## config.mk

```make
export PLATFORM = sky130hd
export DESIGN_NAME = teclado_scan
export DESIGN_NICKNAME = d
export VERILOG_FILES = /design/src/rtl/teclado_scan.sv
export SDC_FILE = /design/constraint.sdc
export NUM_CORES = 1
export LEC_CHECK = 0
export ABC_AREA = 1
export BUFFER_PORTS_ARGS = -buffer_cell sky130_fd_sc_hd__buf_2
export CAP_MARGIN = 15
export CORE_ASPECT_RATIO = 0.7
export CORE_MARGIN = 10
export CORE_UTILIZATION = 40
export CTS_BUF_LIST = sky130_fd_sc_hd__clkbuf_8
export DETAILED_ROUTE_END_ITERATION = 10
export MAX_ROUTING_LAYER = met4
export PLACE_DENSITY = 0.64
export SLEW_MARGIN = 20
export SYNTH_ARGS = -nofsm -noshare
export SYNTH_HDL_FRONTEND = slang
export SYNTH_SLANG_ARGS = --single-unit
```

## constraint.sdc

```tcl
create_clock -name Clk -period 1.4 [get_ports Clk]
set_input_delay 0.21 -clock Clk [delete_from_list [all_inputs] [get_ports Clk]]
set_output_delay 0.21 -clock Clk [all_outputs]
set_load 0.02 [all_outputs]
```

## src/rtl/teclado_scan.sv

```systemverilog
// Matrix-keypad scanner: walks the columns, synchronises the rows,
// debounces press and release, and encodes the accepted key.
module teclado_scan #(
    parameter int FILAS    = 4,
    parameter int COLUMNAS = 4,
    parameter int SCAN_DIV = 16,
    parameter int DEBOUNCE = 1000,
    localparam int CW      = $clog2(FILAS * COLUMNAS)
) (
    input  logic                Clk,
    input  logic                Reset,
    input  logic [FILAS-1:0]    Fila,
    output logic [COLUMNAS-1:0] Columna,
    output logic                botonApretado,
    output logic [CW-1:0]       tecla,
    output logic                teclaValida
);

    localparam int DW = (SCAN_DIV > 1) ? $clog2(SCAN_DIV) : 1;
    localparam int BW = (DEBOUNCE > 1) ? $clog2(DEBOUNCE) : 1;
    localparam int KW = (COLUMNAS > 1) ? $clog2(COLUMNAS) : 1;
    localparam int RW = (FILAS > 1) ? $clog2(FILAS) : 1;

    localparam logic [DW-1:0] DIV_LAST = DW'(SCAN_DIV - 1);
    localparam logic [BW-1:0] DEB_LAST = BW'(DEBOUNCE - 1);
    localparam logic [KW-1:0] COL_LAST = KW'(COLUMNAS - 1);

    typedef enum logic [1:0] {
        ESCANEO,
        REBOTE_ON,
        APRETADO,
        REBOTE_OFF
    } estado_t;

    estado_t state_q, state_d;

    logic [FILAS-1:0] sync1, fila_s;
    logic [KW-1:0]    col_q, col_d, col_inc;
    logic [DW-1:0]    div_q, div_d;
    logic [BW-1:0]    deb_q, deb_d;
    logic [RW-1:0]    fila_q, fila_d, low_row;
    logic [CW-1:0]    tecla_q, tecla_d, key_code;
    logic             valid_q, valid_d;
    logic             boton_q, boton_d;
    logic             row_hit;

    // Two-flop synchroniser on the raw row pins
    always_ff @(posedge Clk) begin
        if (Reset) begin
            sync1  <= '0;
            fila_s <= '0;
        end else begin
            sync1  <= Fila;
            fila_s <= sync1;
        end
    end

    // Lowest-index high row wins when several are pressed together
    always_comb begin
        low_row = '0;
        for (int i = FILAS - 1; i >= 0; i--) begin
            if (fila_s[i]) begin
                low_row = RW'(i);
            end
        end
    end

    assign col_inc  = (col_q == COL_LAST) ? '0 : col_q + KW'(1);
    assign row_hit  = fila_s[fila_q];
    assign key_code = CW'(int'(fila_q) * COLUMNAS + int'(col_q));

    always_comb begin
        state_d = state_q;
        col_d   = col_q;
        div_d   = div_q;
        deb_d   = deb_q;
        fila_d  = fila_q;
        tecla_d = tecla_q;
        boton_d = boton_q;
        valid_d = 1'b0;
        unique case (state_q)
            ESCANEO: begin
                if (div_q == DIV_LAST) begin
                    div_d = '0;
                    if (|fila_s) begin
                        fila_d  = low_row;
                        deb_d   = '0;
                        state_d = REBOTE_ON;
                    end else begin
                        col_d = col_inc;
                    end
                end else begin
                    div_d = div_q + DW'(1);
                end
            end
            REBOTE_ON: begin
                if (!row_hit) begin
                    state_d = ESCANEO;
                    div_d   = '0;
                    col_d   = col_inc;
                end else if (deb_q == DEB_LAST) begin
                    state_d = APRETADO;
                    tecla_d = key_code;
                    valid_d = 1'b1;
                    boton_d = 1'b1;
                end else begin
                    deb_d = deb_q + BW'(1);
                end
            end
            APRETADO: begin
                if (!row_hit) begin
                    deb_d   = '0;
                    state_d = REBOTE_OFF;
                end
            end
            REBOTE_OFF: begin
                if (row_hit) begin
                    state_d = APRETADO;
                end else if (deb_q == DEB_LAST) begin
                    state_d = ESCANEO;
                    boton_d = 1'b0;
                    col_d   = col_inc;
                    div_d   = '0;
                end else begin
                    deb_d = deb_q + BW'(1);
                end
            end
            default: begin
                state_d = ESCANEO;
            end
        endcase
    end

    always_ff @(posedge Clk) begin
        if (Reset) begin
            state_q <= ESCANEO;
            col_q   <= '0;
            div_q   <= '0;
            deb_q   <= '0;
            fila_q  <= '0;
            tecla_q <= '0;
            valid_q <= 1'b0;
            boton_q <= 1'b0;
        end else begin
            state_q <= state_d;
            col_q   <= col_d;
            div_q   <= div_d;
            deb_q   <= deb_d;
            fila_q  <= fila_d;
            tecla_q <= tecla_d;
            valid_q <= valid_d;
            boton_q <= boton_d;
        end
    end

    always_comb begin
        Columna        = '0;
        Columna[col_q] = 1'b1;
    end

    assign tecla         = tecla_q;
    assign teclaValida   = valid_q;
    assign botonApretado = boton_q;

endmodule
```

==> results.json <==
{
  "period_share": 1.00,
  "period_needed_ns": 1.40,
  "worst-endpoint-required_ns": 1.62,
  "clock_latency_ns": 0.29,
  "antenna_left": 0,
  "final_layout_size_suffix_gt1_frac": 0.465,
  "synth-seq-cells": 34,
  "cts_sinks": 34,
  "place_congestion": 0.784,
  "initial_core_util": 0.424,
  "finalClockSkew_ns": 0.00806,
  "grt_pass1_vias": 1504,
  "layout_commonest_cell": "nand2_1",
  "critPathLaunchType": "register",
  "syn2layout_area_growth_pct": 29.5,
  "vias_per_cell": 4.67,
  "num-fill-cells": 390,
  "vias": 1603,
  "finalPower_mw": 1.82,
  "peakVddDrop_mv": 0.457,
  "grt_pass1_wl_um": 6950,
  "grt_use_total": 0.110,
  "cpMostUsedCell": "nand2_4",
  "die_h_um": 77.5,
  "r2r_start": "deb_q[0]",
  "status": "finished with violations",
  "drt_iter0_drc": 122,
  "rsz0062_at_grt": "true",
  "p_per_area_nw_per_um2": 743,
  "worstHoldPathType": "input pin to register",
  "synth_cell_types": 31,
  "antenna_found_initial": 0,
  "failed_checks": "negative setup slack",
  "post-place-ws_ns": -0.0805,
  "io_buffers": 15,
  "leakage_nw": 1.01,
  "io_pins": 16,
  "final_cell_mix": "nand2_1 (35), nor2_1 (29), inv_1 (23)",
  "core_um2": 4450,
  "worstPathMaxFanout": 6,
  "finalSetupViolations": 1,
  "grt_overflow": 0,
  "cts-htree-levels": 2,
  "syn_area_um2": 1890,
  "end_kind": "register",
  "rows": 20,
  "drc_errors": 0,
  "relSlewSlack": 0.758,
  "crit_path_start": "deb_q[0]",
  "synth_nets": 259,
  "hold_viol_final": 0,
  "cts_tree": "yes",
  "worstMarginPinSlew_ns": 0.362,
  "numCtsBuffers": 5,
  "clkTransAtPathRegs_ns": 0.08,
  "path_cells": "ha_4 > nand2_4 > nor2_4 > nand3_4 > nand2_4 > buf_12 > nand3_1 > a21oi_2",
  "ctsHoldBuffers": 0,
  "dr.pass1.iters": 5,
  "yosysWarnings": 0,
  "hpwl_um": 2840,
  "drv_cap": 0,
  "slowest_delay_ns": 0.35,
  "criticalPathCategory": "register to register",
  "slowest_stage": "dfxtp_2",
  "grt_max_degree": 25,
  "cts-root-buf": "clkbuf_8",
  "final_nets": 299,
  "die-area_um2": 7910,
  "synthCells": 247,
  "min_from": "Fila[3]",
  "die_w_um": 102,
  "avgSynthCellArea_um2": 7.64,
  "clockBufferDepth": 2,
  "routedWlPerCell_um": 11.9,
  "crit_arrival_ns": 1.62,
  "diodes": 0,
  "ys_seq_area_frac": 0.361,
  "wl_um": 4100,
  "maxSlewViolCount": 0,
  "setup_ws_ns": -0.000417,
  "fmax_ghz": 0.714
}
==> cells by family after synthesis <==
logic type,after synthesis,share of synthesized area
AOI/OAI and AO/OA,30,0.0974
xor gates and xnor gates,3,0.0139
adders and majority gates,6,0.0398
buffers and inverters,36,0.0987
DFF,34,0.361
and+or+nand+nor,138,0.390
==> cell type report <==
class,instances,area [µm²],area share
multi-input cells,178,1180,0.483
flip-flops and latches,34,702,0.287
clock buffers,5,68.8,0.0281
clock inverters,3,21.3,0.00870
repair buffers,40,295,0.121
inverters,28,108,0.0440
well taps,55,68.8,0.0281
==> worst max-delay path: cells and delay by family (launching register included) <==
kind	cells	cell delay [ns]
AO/OA/AOI/OAI	1	0.14
adder cells (fa/ha/maj)	1	0.15
buffers and inverters	1	0.14
flip-flops	1	0.35
AND/OR/NAND/NOR	5	0.55
==> sequential cells by signal (all words and copies together), names as in the netlist, named ones only <==
signal / cells
tecla: 4
state_q: 1
fila_s: 4
deb_q: 10
botonApretado: 1
fila_q: 2
col_q: 2
teclaValida: 1
div_q: 4
sync1: 4
==> metal layers <==
| layer | share of wire | global-route usage |
|---|---|---|
| met5 | 0 | - |
| met4 | 0.010 | 0.0337 |
| met3 | 0.061 | 0.0336 |
| met2 | 0.43 | 0.153 |
| met1 | 0.50 | 0.148 |
==> stage by stage <==
| stage | hold WS (ns) | util | cell area [µm²] | std cells | setup TNS (ns) |
|---|---|---|---|---|---|
| floorplan | 0.317 | - | 1890 | 247 | 0 |
| global placement | 0.389 | 0.482 | 2150 | 332 | -0.0627 |
| detailed placement | 0.396 | 0.482 | 2150 | 332 | -0.785 |
| CTS | 0.112 | 0.527 | 2350 | 342 | -0.00949 |
| global route | 0.127 | 0.549 | 2440 | 343 | -0.823 |
| finish | 0.122 | 0.549 | 2440 | 343 | -0.000417 |
==> where the power goes <==
group	switching (mW)	internal, mW	leakage, nW	total [mW]
Clock	0.376	0.349	0.0441	0.725
Sequential	0.0141	0.985	0.283	0.999
Combinational	0.0529	0.0405	0.688	0.0935
Total	0.443	1.37	1.01	1.82
==> path summary, 6_finish.rpt <==
check,cells past startpoint,slack [ns],to
worst min-delay path,3,0.12,sync1[3]
worst min register to register,2,0.40,fila_s[2]
worst max register to register,8,-0.0004,deb_q[2]
worst max-delay path,8,-0.0004,deb_q[2]
==> cell usage after synthesis <==
cell / count / share of area
nand2_1: 40 / 0.080
nor2_1: 35 / 0.070
dfxtp_1: 34 / 0.36
inv_1: 23 / 0.046
nand3_1: 19 / 0.050
nand2_2: 18 / 0.060
a21oi_1: 13 / 0.034
a21oi_2: 8 / 0.037
o21ai_0: 7 / 0.019
ha_1: 6 / 0.040
nor2_2: 5 / 0.017
inv_2: 4 / 0.0079
nand3_2: 4 / 0.021
clkbuf_1: 3 / 0.0060
nand3_4: 3 / 0.028
nand4_1: 3 / 0.0099
buf_12: 2 / 0.021
buf_6: 2 / 0.012
nand2_4: 2 / 0.012
nor2_4: 2 / 0.012
nor3_1: 2 / 0.0053
nor3b_1: 2 / 0.0079
xnor2_1: 2 / 0.0093
buf_4: 1 / 0.0040
clkinv_1: 1 / 0.0020
nand3b_1: 1 / 0.0040
nand3b_4: 1 / 0.011
o21bai_1: 1 / 0.0040
o22ai_1: 1 / 0.0033
or2_2: 1 / 0.0033
xor2_1: 1 / 0.0046
==> repair_timing <==
item | in CTS | in global routing
gates cloned | 2 | 0
resized for setup | 23 | 31
buffers inserted | 0 | 1
pin swaps | 9 | 11
setup endpoints to repair | 23 | 24
Note: power is estimated with default switching activity, not from simulation.
